## src/rtl/mem_stage_if.sv

```systemverilog
// rtl/mem_stage_if.sv - data bus request/acknowledge bundle driven by the MEM stage
interface mem_stage_if;
  logic        req;
  logic        we;
  logic [3:0]  be;
  logic [31:0] addr;
  logic [31:0] wdata;
  logic [31:0] rdata;
  logic        ack;

  modport master (
    output req, we, be, addr, wdata,
    input  rdata, ack
  );

  modport slave (
    input  req, we, be, addr, wdata,
    output rdata, ack
  );
endinterface

```

## src/rtl/mem_stage.sv

```systemverilog
// rtl/mem_stage.sv - pipeline memory-access stage with byte-lane bus and load extension
module mem_stage (
  input  logic        clk,
  input  logic        rst,
  input  logic        stall_mem,
  input  logic        ex_valid,
  input  logic [3:0]  ex_mem_op,
  input  logic [31:0] ex_mem_addr,
  input  logic [31:0] ex_mem_sdata,
  input  logic [4:0]  ex_gpr_waddr,
  input  logic [31:0] ex_gpr_wdata,
  input  logic        ex_gpr_we,
  mem_stage_if.master dbus,
  output logic        stall_req_mem,
  output logic        excp_adel,
  output logic        excp_ades,
  output logic [4:0]  mem_gpr_waddr,
  output logic [31:0] mem_gpr_wdata,
  output logic        mem_gpr_we
);

  localparam logic [3:0] OP_LB  = 4'd1;
  localparam logic [3:0] OP_LBU = 4'd2;
  localparam logic [3:0] OP_LH  = 4'd3;
  localparam logic [3:0] OP_LHU = 4'd4;
  localparam logic [3:0] OP_LW  = 4'd5;
  localparam logic [3:0] OP_SB  = 4'd6;
  localparam logic [3:0] OP_SH  = 4'd7;
  localparam logic [3:0] OP_SW  = 4'd8;

  typedef enum logic [1:0] {
    S_IDLE,
    S_WAIT,
    S_DONE
  } state_t;

  state_t      state;

  // request context kept for load extraction once the bus answers
  logic [3:0]  req_op;
  logic [1:0]  req_lane;

  // completed result held until the pipeline advances
  logic [31:0] buf_wdata;
  logic [4:0]  buf_waddr;
  logic        buf_we;

  logic        is_load;
  logic        is_store;
  logic        is_byte;
  logic        is_half;
  logic        is_word;
  logic        misaligned;
  logic        mem_op;
  logic        aligned_op;
  logic [1:0]  lane;
  logic [3:0]  be_next;
  logic [31:0] wdata_next;

  logic        req_is_load;
  logic [4:0]  shamt;
  logic [31:0] rshift;
  logic [31:0] load_result;

  assign lane = ex_mem_addr[1:0];

  // decode the incoming operation, alignment and lane-replicated store data
  always_comb begin
    is_load    = 1'b0;
    is_store   = 1'b0;
    is_byte    = 1'b0;
    is_half    = 1'b0;
    is_word    = 1'b0;
    be_next    = 4'b0000;
    wdata_next = ex_mem_sdata;
    case (ex_mem_op)
      OP_LB, OP_LBU: begin
        is_load = 1'b1;
        is_byte = 1'b1;
      end
      OP_LH, OP_LHU: begin
        is_load = 1'b1;
        is_half = 1'b1;
      end
      OP_LW: begin
        is_load = 1'b1;
        is_word = 1'b1;
      end
      OP_SB: begin
        is_store = 1'b1;
        is_byte  = 1'b1;
      end
      OP_SH: begin
        is_store = 1'b1;
        is_half  = 1'b1;
      end
      OP_SW: begin
        is_store = 1'b1;
        is_word  = 1'b1;
      end
      default: begin
        is_load  = 1'b0;
        is_store = 1'b0;
      end
    endcase

    if (is_byte) begin
      be_next    = 4'b0001 << lane;
      wdata_next = {4{ex_mem_sdata[7:0]}};
    end else if (is_half) begin
      be_next    = 4'b0011 << lane;
      wdata_next = {2{ex_mem_sdata[15:0]}};
    end else if (is_word) begin
      be_next    = 4'b1111;
      wdata_next = ex_mem_sdata;
    end

    misaligned = (is_half & lane[0]) | (is_word & (lane != 2'b00));
    mem_op     = ex_valid & (is_load | is_store);
    aligned_op = mem_op & ~misaligned;
  end

  assign req_is_load = (req_op >= OP_LB) && (req_op <= OP_LW);
  assign shamt       = {req_lane, 3'b000};
  assign rshift      = dbus.rdata >> shamt;

  // pick the addressed lane out of the response and extend it to 32 bits
  always_comb begin
    load_result = rshift;
    case (req_op)
      OP_LB:   load_result = {{24{rshift[7]}}, rshift[7:0]};
      OP_LBU:  load_result = {24'h000000, rshift[7:0]};
      OP_LH:   load_result = {{16{rshift[15]}}, rshift[15:0]};
      OP_LHU:  load_result = {16'h0000, rshift[15:0]};
      default: load_result = rshift;
    endcase
  end

  // access sequencer: issue once, wait for ack, hold the result until release
  always_ff @(posedge clk) begin
    if (rst) begin
      state      <= S_IDLE;
      dbus.req   <= 1'b0;
      dbus.we    <= 1'b0;
      dbus.be    <= 4'b0000;
      dbus.addr  <= 32'h0;
      dbus.wdata <= 32'h0;
      req_op     <= 4'd0;
      req_lane   <= 2'b00;
      buf_wdata  <= 32'h0;
      buf_waddr  <= 5'd0;
      buf_we     <= 1'b0;
    end else begin
      case (state)
        S_IDLE: begin
          if (aligned_op) begin
            dbus.req   <= 1'b1;
            dbus.we    <= is_store;
            dbus.be    <= be_next;
            dbus.addr  <= {ex_mem_addr[31:2], 2'b00};
            dbus.wdata <= wdata_next;
            req_op     <= ex_mem_op;
            req_lane   <= lane;
            state      <= S_WAIT;
          end
        end
        S_WAIT: begin
          if (dbus.ack) begin
            dbus.req  <= 1'b0;
            dbus.we   <= 1'b0;
            dbus.be   <= 4'b0000;
            buf_wdata <= req_is_load ? load_result : ex_gpr_wdata;
            buf_waddr <= ex_gpr_waddr;
            buf_we    <= req_is_load & ex_gpr_we;
            state     <= S_DONE;
          end
        end
        S_DONE: begin
          if (!stall_mem) begin
            state <= S_IDLE;
          end
        end
        default: begin
          state <= S_IDLE;
        end
      endcase
    end
  end

  // writeback mux, stall request and alignment exceptions
  always_comb begin
    mem_gpr_waddr = ex_gpr_waddr;
    mem_gpr_wdata = ex_gpr_wdata;
    mem_gpr_we    = ex_gpr_we & ex_valid;
    stall_req_mem = 1'b0;
    excp_adel     = mem_op & is_load & misaligned;
    excp_ades     = mem_op & is_store & misaligned;
    case (state)
      S_IDLE: begin
        if (mem_op) begin
          mem_gpr_we = 1'b0;
        end
        if (aligned_op && !rst) begin
          stall_req_mem = 1'b1;
        end
      end
      S_WAIT: begin
        mem_gpr_we    = 1'b0;
        stall_req_mem = 1'b1;
      end
      S_DONE: begin
        mem_gpr_waddr = buf_waddr;
        mem_gpr_wdata = buf_wdata;
        mem_gpr_we    = buf_we;
      end
      default: begin
        stall_req_mem = 1'b0;
      end
    endcase
  end

endmodule

```

## src/flat_wrapper.sv

```systemverilog
// flat-port wrapper written by rule: the top's interface ports become plain ports
module mem_stage_flat 
  (clk, rst, stall_mem, ex_valid, ex_mem_op, ex_mem_addr, ex_mem_sdata, ex_gpr_waddr, ex_gpr_wdata, ex_gpr_we, stall_req_mem, excp_adel, excp_ades, mem_gpr_waddr, mem_gpr_wdata, mem_gpr_we, dbus_req, dbus_we, dbus_be, dbus_addr, dbus_wdata, dbus_rdata, dbus_ack);
  mem_stage_if dbus_i ();
  input  logic clk;
  input  logic rst;
  input  logic stall_mem;
  input  logic ex_valid;
  input  logic [3:0] ex_mem_op;
  input  logic [31:0] ex_mem_addr;
  input  logic [31:0] ex_mem_sdata;
  input  logic [4:0] ex_gpr_waddr;
  input  logic [31:0] ex_gpr_wdata;
  input  logic ex_gpr_we;
  output logic stall_req_mem;
  output logic excp_adel;
  output logic excp_ades;
  output logic [4:0] mem_gpr_waddr;
  output logic [31:0] mem_gpr_wdata;
  output logic mem_gpr_we;
  output wire logic [$bits(dbus_i.req)-1:0] dbus_req;
  output wire logic [$bits(dbus_i.we)-1:0] dbus_we;
  output wire logic [$bits(dbus_i.be)-1:0] dbus_be;
  output wire logic [$bits(dbus_i.addr)-1:0] dbus_addr;
  output wire logic [$bits(dbus_i.wdata)-1:0] dbus_wdata;
  input wire logic [$bits(dbus_i.rdata)-1:0] dbus_rdata;
  input wire logic [$bits(dbus_i.ack)-1:0] dbus_ack;
  assign dbus_req = dbus_i.req;
  assign dbus_we = dbus_i.we;
  assign dbus_be = dbus_i.be;
  assign dbus_addr = dbus_i.addr;
  assign dbus_wdata = dbus_i.wdata;
  assign dbus_i.rdata = dbus_rdata;
  assign dbus_i.ack = dbus_ack;
  mem_stage u_core (.clk(clk), .rst(rst), .stall_mem(stall_mem), .ex_valid(ex_valid), .ex_mem_op(ex_mem_op), .ex_mem_addr(ex_mem_addr), .ex_mem_sdata(ex_mem_sdata), .ex_gpr_waddr(ex_gpr_waddr), .ex_gpr_wdata(ex_gpr_wdata), .ex_gpr_we(ex_gpr_we), .dbus(dbus_i), .stall_req_mem(stall_req_mem), .excp_adel(excp_adel), .excp_ades(excp_ades), .mem_gpr_waddr(mem_gpr_waddr), .mem_gpr_wdata(mem_gpr_wdata), .mem_gpr_we(mem_gpr_we));
endmodule
```

## config.mk

```make
export PLATFORM = sky130hd
export DESIGN_NAME = mem_stage_flat
export DESIGN_NICKNAME = d
export VERILOG_FILES = /design/src/rtl/mem_stage_if.sv /design/src/rtl/mem_stage.sv /design/src/flat_wrapper.sv
export SDC_FILE = /design/constraint.sdc
export NUM_CORES = 1
export LEC_CHECK = 0
export CAP_MARGIN = 20
export CORE_MARGIN = 5
export CORE_UTILIZATION = 41
export CTS_BUF_LIST = sky130_fd_sc_hd__clkbuf_16
export DETAILED_ROUTE_END_ITERATION = 6
export GPL_ROUTABILITY_DRIVEN = 1
export PLACE_DENSITY = 0.82
export SLEW_MARGIN = 20
export SYNTH_ARGS = -nofsm -noshare
export SYNTH_HDL_FRONTEND = slang
export SYNTH_SLANG_ARGS = --single-unit
export TNS_END_PERCENT = 20
```

## constraint.sdc

```tcl
create_clock -name clk -period 1.83 [get_ports clk]
set_input_delay 0.2745 -clock clk [delete_from_list [all_inputs] [get_ports clk]]
set_output_delay 0.2745 -clock clk [all_outputs]
set_load 0.005 [all_outputs]
```

---- Word level (Yosys, flattened, before mapping) ----
Cells that the tools add are included.
cells by class
  $add $sub $neg .......................... 0
  $mul .................................... 0
  div/mod/pow operators ................... 0
  $lt $le $gt $ge ......................... 2
  equality and inequality tests ........... 17
  shifts and indexed selects .............. 3
  multiplexer cells ....................... 30
  bitwise operators ....................... 13
  reduce and logical (&&, ||, !) cells .... 15
operators by type and width
  operator                                                         count
  2-to-1 mux 32 bit                                                4
  case mux 32 bit (4 select lines)                                 1
  right shift 32 x 5 -> 32 bit                                     1
  == test 4 x 3 -> 1 bit (second input constant)                   5
  2-to-1 mux 4 bit                                                 5
  == test 4 x 2 -> 1 bit (second input constant)                   4
  AND 1 bit                                                        10
  2-to-1 mux 1 bit                                                 10
  OR reduction 3 bit                                               3
  == test 4 x 1 -> 1 bit (second input constant)                   2
  case mux 4 bit (2 select lines)                                  1
  2-to-1 mux 2 bit                                                 3
  case mux 1 bit (2 select lines)                                  3
  case mux 2 bit (3 select lines)                                  1
  AND reduction 3 bit                                              2
  2-to-1 mux 5 bit                                                 1
  OR reduction 5 bit                                               1
  == test 4 bit (second input constant)                            1
  >= comparator 4 x 1 -> 1 bit (second input constant)             1
  less-or-equal comparator 4 x 3 -> 1 bit (second input constant)  1
  != test 2 bit (second input constant)                            2
  AND reduction 2 bit                                              2
  nonzero test 2 bit                                               2
  << shifter 1 x 2 -> 4 bit (first input constant)                 1
  other kinds (11)                                                 13
word-level totals
  register bits after elaboration ......... 114
  bits in latches ......................... 0
  bits in writable memories ............... 0
  memory bits (read-only) ................. 0
  input port bits ......................... 143
  output and inout port bits .............. 111
  memories ................................ 0

---- Longest topological paths before layout ----
  depth in word-level cells ............... 10
  mapped depth ............................ 8

---- Worst setup path before layout ----
Ideal clock, no wire load.
  path kind ............................... input-to-output
  from .................................... input ex_mem_addr[0]
  to ...................................... output excp_adel
  arrival time ............................ 1733 ps
  required time ........................... 1556 ps
  slack ................................... -177 ps
  stages on the path ...................... 6
  path buffers ............................ 0
  cell sequence ........................... inv_1 > ha_1 > or4bb_1 > a31oi_1 > o21ai_0 > a2111oi_0
between the ends
  word-level cells in the longest chain between the ends .. 4
  elaborated cells on any way between the ends .. 5
  those cells by class .................... bitwise (4); reduce/logical (1)
RTL lines
  item                line                source
  start: declaration  flat_wrapper.sv:10  input logic [31:0] ex_mem_addr;
  nonzero test 2 bit  mem_stage.sv:118    misaligned = (is_half & lane[0]) | (is_word & (lane != 2'b00));
  AND 1 bit           mem_stage.sv:118
  OR 1 bit (*)        mem_stage.sv:118
  AND 1 bit (*)       mem_stage.sv:196    excp_adel = mem_op & is_load & misaligned;
  end: declaration    flat_wrapper.sv:16  output logic excp_adel;
Every way passes the cells marked *; elsewhere a longest branch is shown, timed or not.

---- Final worst setup path ----
  from .................................... register u_core.state[0]
  to ...................................... output mem_gpr_wdata[2]
between the ends
  word-level cells in the longest chain between the ends .. 2
RTL lines
  item                      line                source
  start: declaration        mem_stage.sv:37     state_t state;
  start signal: assignment  mem_stage.sv:142    state <= S_IDLE;
  start signal: assignment  mem_stage.sv:164    state <= S_WAIT;
  start signal: assignment  mem_stage.sv:175    state <= S_DONE;
  == test 2 bit             mem_stage.sv:198    case (state)
  2-to-1 mux 32 bit         mem_stage.sv:198
  end: declaration          flat_wrapper.sv:19  output logic [31:0] mem_gpr_wdata;
No other way between the ends.

==> summary.txt <==
Outcome
  – Status: finished, violations left
  – Failing checks: setup timing

Setup path
  – R2R cell count: 6
  – Data arrival, critical path: 1680 ps
  – Setup CP Type: flop to output pin
  – R2R setup slack: 110 ps
  – Crit start category: flop
  – CP max stage delay: 320 ps
  – CP max stage cell: dfxtp_2
  – Critical R2R Launch: u_core.state[1]
  – CP cell instances: inv_2, nand2_4, buf_6, buf_16, buf_4, mux2_4, clkbuf_2
  – WP buf/inv: 5
  – Worst setup EP type: output pin
  – WP data required: 1560 ps
  – Critical R2R Capture: u_core.dbus.wdata[26]
  – Cell family with the largest share of critical-path delay: buffers and inverters
  – Critical path fanouts, max: 7

Global routing
  – Vias in the first global route: 7444
  – Global-route wire length before repair: 40300 um
  – Largest net degree at the start of global routing: 139
  – Initial antenna violation count: 0
  – Grt total ovfl: 0
  – GRT Total Usage: 0.250

Timing
  – FMAX: 511 MHz
  – RSZ-0062 raised after global routing: yes
  – Final setup violation count: 24
  – Hold Vio Cnt, Final: 0
  – Period utilisation layout: 1.07
  – Max transition margin: 0.599
  – Slew @ Worst Pin: 599 ps
  – Count of final max-slew check failures: 0
  – Post-layout minimum cycle time: 1960 ps
  – Final worst slack: -128 ps
  – Setup Skew: 9.27 ps

Run
  – Max Cap Viol: 0

Worst hold path
  – Worst hold path depth: 4
  – Hold path start: ex_mem_addr[1]
  – Worst hold path type: input port to flop
  – Hold Path End: u_core.req_lane[1]

Floorplan
  – Site Rows: 47
  – Die area: 0.0199 sq mm
  – Die height: 141 um
  – Die X: 141 um
  – Initial core utilization: 0.421
  – Total core area: 0.0167 sq mm
  – # IOs: 254

Synth
  – Average size of a mapped cell: 8.42 sq um
  – Simple-gate area share of the yosys netlist: 0.181
  – Top cells by area, synth: dfxtp_1 32%, mux2i_1 15%, nand2_1 8.7%
  – Seq/Total Area, Yosys: 0.325
  – Leading area contributor after synthesis: dfxtp_1
  – Ys async rst share: 0
  – Count leader, synth: nand2_1
  – Post-synth EDFFs: 0
  – Top_reg_cell synth: dfxtp_1
  – Top cell type's share of synthesized area: 0.325
  – Multiplexer area fraction after synthesis: 0.223
  – Top post-synthesis cells by count: 162 x nand2_1, 114 x dfxtp_1, 106 x mux2i_1
  – Netlist cell types: 58
  – Yosys reg bits: 114
  – Largest family of logic cells by synthesized area: multiplexers
  – Post-synthesis compound-gate area fraction: 0.199
  – Synthesis Warnings: 0
  – Cell area after synthesis: 0.00703 sq mm
  – Synth Area in XOR/XNOR: 0.00249
  – Post-synthesis cell count: 835
  – Adder-cell share of the synthesized area: 0.00712

Detailed routing
  – Antenna Violating Nets Remaining: 0
  – Post-Route WL: 25600 um
  – DR WL/cell: 18.9 um
  – DR vias: 7641
  – DRC: 0
  – Routed vias/inst: 5.65
  – 1st-iter DRT viols: 518
  – Drt pass-1 iters: 5

CTS
  – TritonCTS clock tree: yes
  – Clock Path Buffers: 2
  – TritonCTS buffer count: 17
  – Clock Sink Count: 114
  – H-Tree Level Count: 4
  – Cts hold-fix bufs: 0
  – Clock latency on the worst-skew pair: 410 ps
  – CTS Root Cell: clkbuf_16
  – Reg clk slew, reported paths: 50 ps

Power and ir drop
  – Pwr Density: 718 mW/mm^2
  – Max VDD drop: 639 uV
  – Leakage power: 4.46 nW
  – Pwr Total: 7.97 mW

Cells and area
  – Final core occ: 0.665
  – Final net count: 1266
  – Area grow syn2layout: 58.0%
  – N_diodes: 0
  – Ratio of cells with drive above 1 in the final layout: 0.211

Placed design
  – Gpl congestion: 0.896
  – IO buf count: 251
  – HPWL Detailed: 17300 um
-- logic make-up (layout without fill, tap and decap cells) --
group                    after synthesis  count (layout)
AND/OR/NAND/NOR                      267             267
adder cells (fa/ha/maj)                4               4
XOR/XNOR                               2               2
AO/OA/AOI/OAI                        198             198
flip-flops                           114             114
multiplexers                         151             151
other                                  1               2
buffers and inverters                 98             394
-- placed cells by master (no fill, tap or decap), drive strengths merged, types with 18 or more instances in the layout --
master	instances
nor3b	24
a21oi	22
clkbuf	30
o21ai	53
buf	125
dfxtp	114
a221oi	32
nor2	18
clkdlybuf4s50	204
inv	20
mux2	45
mux2i	106
nand2	163
-- metrics by stage --
stage	instance area [sq um]	hold WS [ps]	instances	TNS [ps]	worst slack (ps)
floorplan	7070	410	836	0	2.84
global placement	10200	441	1296	-52610	-1020
detailed placement	10200	449	1296	-57180	-1040
CTS	11100	277	1351	-4680	-248
global route	11100	311	1352	-4710	-200
finish	11100	297	1352	-1660	-128
-- area by class of cell --
| type | count | area [sq um] |
|---|---|---|
| Clock buffer | 17 | 425 |
| Clock inverter | 15 | 145 |
| Fill cell | 1328 | 5600 |
| Inverter | 18 | 77.6 |
| Multi-Input combinational cell | 624 | 4480 |
| Sequential cell | 114 | 2280 |
| Tap cell | 220 | 275 |
| Timing Repair Buffer | 344 | 3410 |
-- worst max path at each step --
stage / startpoint / endpoint / slack, ps / cells past startpoint
final: u_core.state[0] / mem_gpr_wdata[2] / -130 / 7
after global routing: u_core.state[0] / mem_gpr_wdata[2] / -200 / 7
after CTS: ex_mem_addr[0] / excp_adel / -250 / 8
after detailed placement: ex_mem_addr[1] / excp_adel / -1040 / 8
after global placement: ex_mem_addr[0] / excp_adel / -1020 / 8
after floorplan: ex_mem_addr[1] / u_core.dbus.wdata[16] / 3 / 8
-- state kept, by name, indices dropped and copies added (netlist names) --
| register | count |
|---|---|
| u_core.req_lane | 2 |
| u_core.dbus.wdata | 32 |
| u_core.dbus.req | 1 |
| u_core.dbus.we | 1 |
| u_core.req_op | 4 |
| u_core.dbus.be | 4 |
| u_core.state | 2 |
| u_core.dbus.addr | 30 |
| u_core.buf_wdata | 32 |
| u_core.buf_we | 1 |
| u_core.buf_waddr | 5 |
-- timing repair --
item / in CTS / in global routing
resized for setup: 216 / 39
buffers inserted: 20 / 4
gates cloned: 3 / 0
pin swaps: 12 / 11
setup endpoints to repair: 116 / 112
-- routing by layer --
layer,share of wire,routed length (um),track usage,up-vias
li1,-,-,-,3613
met1,0.39,10100,0.303,3591
met2,0.47,12100,0.408,369
met3,0.086,2210,0.0745,68
met4,0.044,1120,0.115,0
met5,0,0,0,-
-- where the power goes --
part           internal [mW]  leakage (nW)  switching [mW]
Clock                   1.99         0.283            1.25
Sequential              2.62         0.928          0.0884
Combinational           1.11          3.25           0.908
-- worst reg2reg max path, delay by kind of cell, from the launching register on --
family | cells | cell delay [ps]
buffers and inverters | 2 | 360
flip-flops | 1 | 330
AND/OR/NAND/NOR | 3 | 750
multiplexers | 1 | 160
Note: power is estimated with default switching activity, not from simulation.
